File: src/rtl/bf_loop_core_pkg.sv
// Shared opcode bytes and controller state encoding for the looping Brainfuck core.
package bf_loop_core_pkg;

   localparam logic [7:0] OP_RIGHT    = 8'h3E;
   localparam logic [7:0] OP_LEFT     = 8'h3C;
   localparam logic [7:0] OP_INC      = 8'h2B;
   localparam logic [7:0] OP_DEC      = 8'h2D;
   localparam logic [7:0] OP_OUT      = 8'h2E;
   localparam logic [7:0] OP_IN       = 8'h2C;
   localparam logic [7:0] OP_LOOP     = 8'h5B;
   localparam logic [7:0] OP_END_LOOP = 8'h5D;
   localparam logic [7:0] OP_END      = 8'h00;

   typedef enum logic [3:0] {
      S_BOOT,
      S_FETCH,
      S_DECODE,
      S_DREAD,
      S_EXEC,
      S_OUT,
      S_IN,
      S_SFETCH,
      S_SSCAN,
      S_HALT
   } state_t;

endpackage

File: src/rtl/bf_loop_stack.sv
// Return-address stack for '[' / ']' loops; top is combinational from the newest entry.
module bf_loop_stack #(
   parameter int WIDTH = 12,
   parameter int DEPTH = 16
) (
   input  logic             clk,
   input  logic             reset,
   input  logic             push,
   input  logic             pop,
   input  logic [WIDTH-1:0] d,
   output logic [WIDTH-1:0] top,
   output logic             empty,
   output logic             full
);

   localparam int CW = $clog2(DEPTH + 1);
   localparam int AW = (DEPTH > 1) ? $clog2(DEPTH) : 1;

   logic [CW-1:0]    count_reg;
   logic [WIDTH-1:0] entry_q [DEPTH];
   logic [AW-1:0]    top_idx;

   assign empty   = (count_reg == '0);
   assign full    = (count_reg == CW'(DEPTH));
   assign top_idx = AW'(count_reg - CW'(1));
   assign top     = empty ? '0 : entry_q[top_idx];

   always_ff @(posedge clk or negedge reset) begin
      if (!reset) begin
         count_reg <= '0;
      end else if (push && !full) begin
         count_reg <= count_reg + CW'(1);
      end else if (pop && !empty) begin
         count_reg <= count_reg - CW'(1);
      end
   end

   // Each slot only captures when it is the next free position.
   genvar gi;
   for (gi = 0; gi < DEPTH; gi++) begin : g_entry
      logic [WIDTH-1:0] entry_reg;
      always_ff @(posedge clk or negedge reset) begin
         if (!reset) begin
            entry_reg <= '0;
         end else if (push && !full && (count_reg == CW'(gi))) begin
            entry_reg <= d;
         end
      end
      assign entry_q[gi] = entry_reg;
   end

endmodule

File: src/rtl/bf_loop_core.sv
// Multi-cycle Brainfuck core: IROM fetch, DRAM read-modify-write, loop stack,
// forward bracket scanner for skipped loops, and valid/ready byte I/O.
module bf_loop_core
   import bf_loop_core_pkg::*;
#(
   parameter int IA_WIDTH    = 12,
   parameter int DA_WIDTH    = 12,
   parameter int DD_WIDTH    = 8,
   parameter int STACK_DEPTH = 16
) (
   input  logic                clk,
   input  logic                reset,
   output logic                ice,
   output logic [IA_WIDTH-1:0] ia,
   input  logic [7:0]          id,
   output logic                drce,
   output logic [DA_WIDTH-1:0] dra,
   input  logic [DD_WIDTH-1:0] drd,
   output logic                dwce,
   output logic [DA_WIDTH-1:0] dwa,
   output logic [DD_WIDTH-1:0] dwq,
   output logic                out_valid,
   input  logic                out_ready,
   output logic [DD_WIDTH-1:0] out_data,
   input  logic                in_valid,
   output logic                in_ready,
   input  logic [DD_WIDTH-1:0] in_data,
   output logic                halted,
   output logic                error
);

   state_t              state_reg, state_next;
   logic [IA_WIDTH-1:0] pc_reg, pc_next;
   logic [DA_WIDTH-1:0] dp_reg, dp_next;
   logic [IA_WIDTH-1:0] depth_reg, depth_next;
   logic [7:0]          op_reg, op_next;
   logic [DD_WIDTH-1:0] out_data_reg, out_data_next;
   logic                error_reg, error_next;

   logic [IA_WIDTH-1:0] pc_inc;
   logic                stk_push, stk_pop, stk_empty, stk_full;
   logic [IA_WIDTH-1:0] stk_top;

   assign pc_inc = pc_reg + IA_WIDTH'(1);

   bf_loop_stack #(
      .WIDTH (IA_WIDTH),
      .DEPTH (STACK_DEPTH)
   ) u_stack (
      .clk   (clk),
      .reset (reset),
      .push  (stk_push),
      .pop   (stk_pop),
      .d     (pc_inc),
      .top   (stk_top),
      .empty (stk_empty),
      .full  (stk_full)
   );

   always_ff @(posedge clk or negedge reset) begin
      if (!reset) begin
         state_reg    <= S_BOOT;
         pc_reg       <= '0;
         dp_reg       <= '0;
         depth_reg    <= '0;
         op_reg       <= '0;
         out_data_reg <= '0;
         error_reg    <= 1'b0;
      end else begin
         state_reg    <= state_next;
         pc_reg       <= pc_next;
         dp_reg       <= dp_next;
         depth_reg    <= depth_next;
         op_reg       <= op_next;
         out_data_reg <= out_data_next;
         error_reg    <= error_next;
      end
   end

   always_comb begin
      state_next    = state_reg;
      pc_next       = pc_reg;
      dp_next       = dp_reg;
      depth_next    = depth_reg;
      op_next       = op_reg;
      out_data_next = out_data_reg;
      error_next    = error_reg;
      ice           = 1'b0;
      ia            = '0;
      drce          = 1'b0;
      dra           = '0;
      dwce          = 1'b0;
      dwa           = '0;
      dwq           = '0;
      out_valid     = 1'b0;
      in_ready      = 1'b0;
      stk_push      = 1'b0;
      stk_pop       = 1'b0;

      case (state_reg)
         S_BOOT: state_next = S_FETCH;

         S_FETCH: begin
            ice        = 1'b1;
            ia         = pc_reg;
            state_next = S_DECODE;
         end

         S_DECODE: begin
            case (id)
               OP_RIGHT: begin
                  dp_next    = dp_reg + DA_WIDTH'(1);
                  pc_next    = pc_inc;
                  state_next = S_FETCH;
               end
               OP_LEFT: begin
                  dp_next    = dp_reg - DA_WIDTH'(1);
                  pc_next    = pc_inc;
                  state_next = S_FETCH;
               end
               OP_END: state_next = S_HALT;
               OP_INC, OP_DEC, OP_OUT, OP_LOOP, OP_END_LOOP: begin
                  op_next    = id;
                  state_next = S_DREAD;
               end
               OP_IN: state_next = S_IN;
               default: begin
                  pc_next    = pc_inc;
                  state_next = S_FETCH;
               end
            endcase
         end

         S_DREAD: begin
            drce       = 1'b1;
            dra        = dp_reg;
            state_next = S_EXEC;
         end

         S_EXEC: begin
            case (op_reg)
               OP_INC, OP_DEC: begin
                  dwce       = 1'b1;
                  dwa        = dp_reg;
                  dwq        = (op_reg == OP_INC) ? drd + DD_WIDTH'(1) : drd - DD_WIDTH'(1);
                  pc_next    = pc_inc;
                  state_next = S_FETCH;
               end
               OP_OUT: begin
                  out_data_next = drd;
                  state_next    = S_OUT;
               end
               OP_LOOP: begin
                  if (drd != '0) begin
                     if (stk_full) begin
                        error_next = 1'b1;
                        state_next = S_HALT;
                     end else begin
                        stk_push   = 1'b1;
                        pc_next    = pc_inc;
                        state_next = S_FETCH;
                     end
                  end else begin
                     // Zero cell: scan forward for the matching ']' without touching the stack.
                     depth_next = IA_WIDTH'(1);
                     pc_next    = pc_inc;
                     state_next = S_SFETCH;
                  end
               end
               OP_END_LOOP: begin
                  if (stk_empty) begin
                     error_next = 1'b1;
                     state_next = S_HALT;
                  end else if (drd != '0) begin
                     pc_next    = stk_top;
                     state_next = S_FETCH;
                  end else begin
                     stk_pop    = 1'b1;
                     pc_next    = pc_inc;
                     state_next = S_FETCH;
                  end
               end
               default: begin
                  pc_next    = pc_inc;
                  state_next = S_FETCH;
               end
            endcase
         end

         S_OUT: begin
            out_valid = 1'b1;
            if (out_ready) begin
               pc_next    = pc_inc;
               state_next = S_FETCH;
            end
         end

         S_IN: begin
            in_ready = 1'b1;
            if (in_valid) begin
               dwce       = 1'b1;
               dwa        = dp_reg;
               dwq        = in_data;
               pc_next    = pc_inc;
               state_next = S_FETCH;
            end
         end

         S_SFETCH: begin
            ice        = 1'b1;
            ia         = pc_reg;
            state_next = S_SSCAN;
         end

         S_SSCAN: begin
            pc_next    = pc_inc;
            state_next = S_SFETCH;
            case (id)
               OP_LOOP: depth_next = depth_reg + IA_WIDTH'(1);
               OP_END_LOOP: begin
                  if (depth_reg == IA_WIDTH'(1)) begin
                     state_next = S_FETCH;
                  end else begin
                     depth_next = depth_reg - IA_WIDTH'(1);
                  end
               end
               OP_END: begin
                  pc_next    = pc_reg;
                  error_next = 1'b1;
                  state_next = S_HALT;
               end
               default: ;
            endcase
         end

         S_HALT: ;

         default: state_next = S_BOOT;
      endcase
   end

   assign out_data = out_data_reg;
   assign halted   = (state_reg == S_HALT);
   assign error    = error_reg;

endmodule

File: config.mk
export PLATFORM = sky130hd
export DESIGN_NAME = bf_loop_core
export DESIGN_NICKNAME = d
export VERILOG_FILES = /design/src/rtl/bf_loop_core_pkg.sv /design/src/rtl/bf_loop_stack.sv /design/src/rtl/bf_loop_core.sv
export SDC_FILE = /design/constraint.sdc
export NUM_CORES = 1
export LEC_CHECK = 0
export CAP_MARGIN = 0
export CORE_MARGIN = 5
export CORE_UTILIZATION = 50
export DETAILED_ROUTE_END_ITERATION = 8
export PLACE_DENSITY = 0.82
export SLEW_MARGIN = 10
export SYNTH_ARGS = -nofsm -noshare
export SYNTH_HDL_FRONTEND = slang
export SYNTH_SLANG_ARGS = --single-unit
File: constraint.sdc
create_clock -name clk -period 3.4 [get_ports clk]
set_clock_uncertainty 0.1 [all_clocks]
set_input_delay 0.85 -clock clk [delete_from_list [all_inputs] [get_ports clk]]
set_output_delay 0.85 -clock clk [all_outputs]
set_load 0.01 [all_outputs]
==> impl_metrics.env, run 1 <==
export IMPL_status="finished with violations"
export IMPL_violations="setup timing"
export IMPL_clock_sinks=254
export IMPL_arrival_ps=3080
export IMPL_areaGrowthSynthToFinish_pct=25.7
export IMPL_cts_root_buf="clkbuf_16"
export IMPL_end_kind="primary output"
export IMPL_ant_nets=0
export IMPL_dr_pass1_iters=6
export IMPL_ys_warn_count=0
export IMPL_numCtsBuffers=27
export IMPL_synth_area_per_cell_sq_um=10.2
export IMPL_synth_area_leaders="dfrtp_1, mux4_2, o21ai_0"
export IMPL_ys_flop_type="dfrtp_1"
export IMPL_relSlewSlack_pct=37.7
export IMPL_htreeDepth=1
export IMPL_die_height_microns=173
export IMPL_grt_max_degree=86
export IMPL_cp_start_kind="flop"
export IMPL_period_needed_ps=4030
export IMPL_final_area_sq_um=16700
export IMPL_grt_usage_pct=23.1
export IMPL_insertion_delay_ps=550
export IMPL_final_cell_mix="dfrtp_1, nand2_1, o21ai_0"
export IMPL_synth_edf_count=0
export IMPL_p_leak_uw=0.00750
export IMPL_nFillCells=1871
export IMPL_ys_types=82
export IMPL_drive_gt1_share_pct=26.0
export IMPL_cp_max_fo=4
export IMPL_core_area_sq_um=26100
export IMPL_hold_ws_ps=203
export IMPL_setup_viol=21
export IMPL_peakVddDrop_v=0.000444
export IMPL_p_per_area_nw_per_um2=465
export IMPL_synth_cells=1302
export IMPL_hpwl_microns=23500
export IMPL_antenna_found_initial=0
export IMPL_fin_total_pwr_uw=7770
export IMPL_cts_tree="built"
export IMPL_slew_violations=0
export IMPL_final_nets=1554
export IMPL_finalHoldViolCount=0
export IMPL_viasPerCell=5.94
export IMPL_die_area_sq_um=29900
export IMPL_drtIter0Drc=1069
export IMPL_grt_pass1_vias=11100
export IMPL_fin_util_pct=63.9
export IMPL_syn_cell_area_sq_um=13300
export IMPL_vias=11000
export IMPL_synthArstFlopShare_pct=100
export IMPL_initial_utilization_pct=50.8
export IMPL_drc=0
export IMPL_overflow=0
export IMPL_largest_reg_flops=192
export IMPL_drt_wl_total_microns=35400
export IMPL_yosys_area_top_type="dfrtp_1"
export IMPL_setup_ws_ps=-632
export IMPL_rows=59
export IMPL_port_buffers=86
export IMPL_required_ps=2450
export IMPL_min_period_over_period_pct=119
export IMPL_criticalPathCategory="reg -> out"
export IMPL_cts_path_max_buffers=3
export IMPL_layout_commonest_cell="dfrtp_1"
export IMPL_hold_class="in -> async"
export IMPL_tightestPinTransition_ps=928
export IMPL_ys_seq_elements=254
export IMPL_synth_top_area_share_pct=47.9
export IMPL_placed_area_sq_um=15500
export IMPL_syn_nets=1359
export IMPL_antennaDiodeCount=0
export IMPL_gp_congestion=0.918
export IMPL_yosysSeqAreaShare_pct=47.9
export IMPL_grt_pass1_wl_microns=57600
export IMPL_fin_tns_setup_ps=-8570
export IMPL_fmax_mhz=248
export IMPL_maxCapViolations=0
export IMPL_ios=87
export IMPL_rsz0062_at_grt="true"
export IMPL_dieWidth_microns=173
export IMPL_clk_pin_slew_worst_paths_ps=60
export IMPL_post_drt_wl_per_cell_microns=19.1
==> synth_stat cells, types with 18 or more instances <==
cell and count:
nor2b_1 24, nand2_1 231, and2_1 38, a21oi_1 25
clkbuf_1 63, nand3_1 25, mux2i_1 18, ha_1 27
mux2_2 35, nor2_1 42, inv_1 19, o21ai_0 183
mux4_2 50, buf_2 21, dfrtp_1 254, o21ai_1 22
==> where the power goes <==
group | leakage [uW] | internal, uW | switching [uW]
registers | 0.00350 | 3100 | 142
logic | 0.00358 | 755 | 949
clock network | 0.000422 | 1630 | 1190
==> path summary, 6_finish.rpt <==
kind                                                  from                               end  slack [ps]  depth (start not counted)
setup / recovery                                 op_reg[7]                            dwq[6]        -630                         10
max in group asynchronous                            reset   u_stack.g_entry[0].entry_reg[7]        2130                          2
hold / removal                                       reset                         dp_reg[6]         200                          1
min in group clk           u_stack.g_entry[4].entry_reg[7]   u_stack.g_entry[4].entry_reg[7]         370                          2
setup reg to reg                              state_reg[1]  u_stack.g_entry[0].entry_reg[11]         290                          8
hold reg to reg            u_stack.g_entry[4].entry_reg[7]   u_stack.g_entry[4].entry_reg[7]         370                          2
==> cell type report <==
class                           instances  area, sq um  share of cell area (%)
Inverter                               19         73.8                   0.442
Sequential cell                       254         6360                    38.1
Timing Repair Buffer                  254         2230                    13.4
Multi-Input combinational cell        941         6760                    40.5
Tap cell                              335          419                    2.51
Clock buffer                           40          805                    4.82
Clock inverter                          6         47.5                   0.285
==> cell families after synthesis <==
group | count (synthesis) | synth area share, %
flip-flops | 254 | 47.9
AND/OR/NAND/NOR | 473 | 17.9
buffers and inverters | 108 | 3.34
XOR/XNOR | 28 | 1.85
AO/OA/AOI/OAI | 302 | 12.9
multiplexers | 108 | 13.4
adder cells (fa/ha/maj) | 29 | 2.84
==> per-stage QoR <==
| stage | cells | worst slack (ps) |
|---|---|---|
| after floorplan | 1302 | -4.68 |
| after global placement | 1778 | -874 |
| after detailed placement | 1778 | -961 |
| after CTS | 1838 | -616 |
| after global routing | 1849 | -715 |
| final | 1849 | -632 |
==> timing repair <==
item	in CTS	in global routing
hold buffers	0	0
endpoints found under the setup margin	33	45
buffers inserted	15	11
cloned	1	1
gates resized for setup	129	40
pin swaps	18	14
==> routing by layer <==
metal,share of wire [%],wire [microns],GRT usage (%)
met3,7.5,2650,4.21
met2,49,17500,38.6
met1,40,14100,30.5
met5,0,0,0
met4,3.2,1120,7.91
==> worst max-delay path, cell delays in order (launching register included) <==
cell and delay, ps:
dfrtp_1 380, or4b_4 570, nor2_4 150, inv_4 60
buf_6 130, ha_1 280, a21boi_2 180, o21a_1 210
o21a_1 210, o31ai_4 200, buf_2 170
Note: power is estimated with default switching activity, not from simulation.
==> inputs of run 2 (changes only) <==
--- a/config.mk
+++ b/config.mk
@@ -8,6 +8,7 @@
 export CAP_MARGIN = 0
 export CORE_MARGIN = 5
 export CORE_UTILIZATION = 50
+export CTS_CLUSTER_DIAMETER = 60
 export DETAILED_ROUTE_END_ITERATION = 8
 export PLACE_DENSITY = 0.82
 export SLEW_MARGIN = 10
==> run 2 against run 1 <==
The run still ends with setup timing left. Highest routed layer unchanged. Sequential power is essentially flat. Largest cell class unchanged. Critical path depth rose by 1. Clock-buffer cell count fell by 2. Cell area grew 0.46%. Power increased by 2.8%. Via count rose by 0.11%. Setup slack worse by 36 ps.
==> impl_metrics.env, run 2 (synthesis gave the netlist of run 1 again) <==
export IMPL_dieWidth_microns=173
export IMPL_largest_reg_flops=192
export IMPL_antenna_found_initial=0
export IMPL_grt_pass1_wl_microns=57700
export IMPL_end_kind="primary output"
export IMPL_pre_cts_ws_ps=-961
export IMPL_layout_commonest_cell="dfrtp_1"
export IMPL_antennaDiodeCount=0
export IMPL_htreeDepth=1
export IMPL_overflow=0
export IMPL_setup_ws_ps=-668
export IMPL_intPower_uw=5670
export IMPL_clk_pin_slew_worst_paths_ps=60
export IMPL_hold_class="in -> async"
export IMPL_cts_root_buf="clkbuf_16"
export IMPL_rr_startpoint="state_reg[1]"
export IMPL_ios=87
export IMPL_r2r_setup_slack_ps=280
export IMPL_core_area_sq_um=26100
export IMPL_grt_max_degree=86
export IMPL_drive_gt1_share_pct=26.0
export IMPL_clock_sinks=254
export IMPL_switching_share_pct=29.0
export IMPL_tightestPinTransition_ps=866
export IMPL_maxCapViolations=0
export IMPL_cp_max_fo=2
export IMPL_fin_util_pct=64.2
export IMPL_drc=0
export IMPL_nFillCells=1857
export IMPL_p_leak_uw=0.00758
export IMPL_criticalPathCategory="reg -> out"
export IMPL_switching_power_uw=2320
export IMPL_final_nets=1555
export IMPL_p_per_area_nw_per_um2=476
export IMPL_grt_pass1_vias=11200
export IMPL_cts_tree="built"
export IMPL_setup_viol=21
export IMPL_drt_wl_total_microns=35400
export IMPL_rsz0062_at_grt="true"
export IMPL_holdBufCountCts=0
export IMPL_areaGrowthSynthToFinish_pct=26.3
export IMPL_r2r_end="u_stack.g_entry[0].entry_reg[11]"
export IMPL_viasPerCell=5.93
export IMPL_hpwl_microns=23500
export IMPL_insertion_delay_ps=560
export IMPL_fin_total_pwr_uw=7990
export IMPL_r2r_cells=8
export IMPL_vias=11000
export IMPL_pwr_share_comb_pct=21.3
export IMPL_arrival_ps=3120
export IMPL_dr_pass1_iters=7
export IMPL_violations="setup timing"
export IMPL_grt_usage_pct=23.0
export IMPL_initial_utilization_pct=50.8
export IMPL_period_needed_ps=4070
export IMPL_drtIter0Drc=1140
export IMPL_cp_start_kind="flop"
export IMPL_required_ps=2450
export IMPL_pwr_share_clk_pct=38.1
export IMPL_port_buffers=86
export IMPL_hold_ws_ps=204
export IMPL_fmax_mhz=246
export IMPL_ant_nets=0
export IMPL_peakVddDrop_v=0.000443
export IMPL_min_period_over_period_pct=120
export IMPL_power_frac_seq_pct=40.6
export IMPL_post_drt_wl_per_cell_microns=19.1
export IMPL_finalHoldViolCount=0
export IMPL_die_area_sq_um=29900
export IMPL_cts_path_max_buffers=3
export IMPL_relSlewSlack_pct=41.8
export IMPL_rows=59
export IMPL_die_height_microns=173
export IMPL_status="finished with violations"
export IMPL_numCtsBuffers=27
export IMPL_gp_congestion=0.918
export IMPL_slew_violations=0
export IMPL_fin_tns_setup_ps=-10080
export IMPL_final_cell_mix="dfrtp_1, nand2_1, o21ai_0"
==> run 2: timing repair <==
item                       in CTS  in global routing
gates resized for setup       134                 31
setup buffers                  16                 10
pin swaps                      19                  9
cloned                          1                  1
setup endpoints to repair      33                 46
==> run 2: how the worst max path moves through the flow <==
stage | startpoint | endpoint | slack, ps | cells past startpoint
after floorplan | op_reg[4] | dwq[6] | -5 | 10
final | op_reg[4] | dwq[6] | -670 | 11
after CTS | op_reg[6] | dwq[6] | -620 | 11
after detailed placement | drd[0] | dwq[6] | -960 | 10
after global placement | drd[0] | dwq[6] | -870 | 10
after global routing | op_reg[4] | dwq[7] | -750 | 13
==> run 2: per-stage QoR <==
stage | instance area (sq um) | instances
after global placement | 15500 | 1778
after global routing | 16800 | 1854
after detailed placement | 15500 | 1778
after floorplan | 13300 | 1302
after CTS | 16600 | 1843
final | 16800 | 1854
==> run 2: worst max-delay path: stages (launching register included) <==
cell and delay [ps]:
dfrtp_1 380, or4b_4 570, nor2_4 150, buf_4 160, fa_2 230, nor2b_4 60
o21ai_4 150, a21boi_2 90, o21a_1 210, o21a_1 220, o31ai_4 190, buf_2 170
==> run 2: power groups by stage <==
stage | clock [uW] | sequential, uW | combinational (uW)
5_1_grt | 3230 | 3250 | 1840
3_5_place_dp | 0 | 3280 | 1550
3_3_place_gp | 0 | 3280 | 1510
6_report | 3040 | 3240 | 1700
2_1_floorplan | 0 | 3230 | 853
4_1_cts | 3080 | 3230 | 1600
==> run 2: layer usage <==
metal	part of all wire [%]	track usage (%)
met5	0	0
met4	3.1	7.82
met3	7.0	4.00
met2	49	38.6
met1	41	30.5
==> run 2: final cells by class <==
type / count / area, sq um / area share (%)
clock inverters: 12 / 161 / 0.962
well taps: 335 / 419 / 2.50
inverters: 19 / 73.8 / 0.440
clock buffers: 38 / 767 / 4.57
repair buffers: 255 / 2240 / 13.4
flip-flops and latches: 254 / 6360 / 37.9
multi-input cells: 941 / 6750 / 40.2
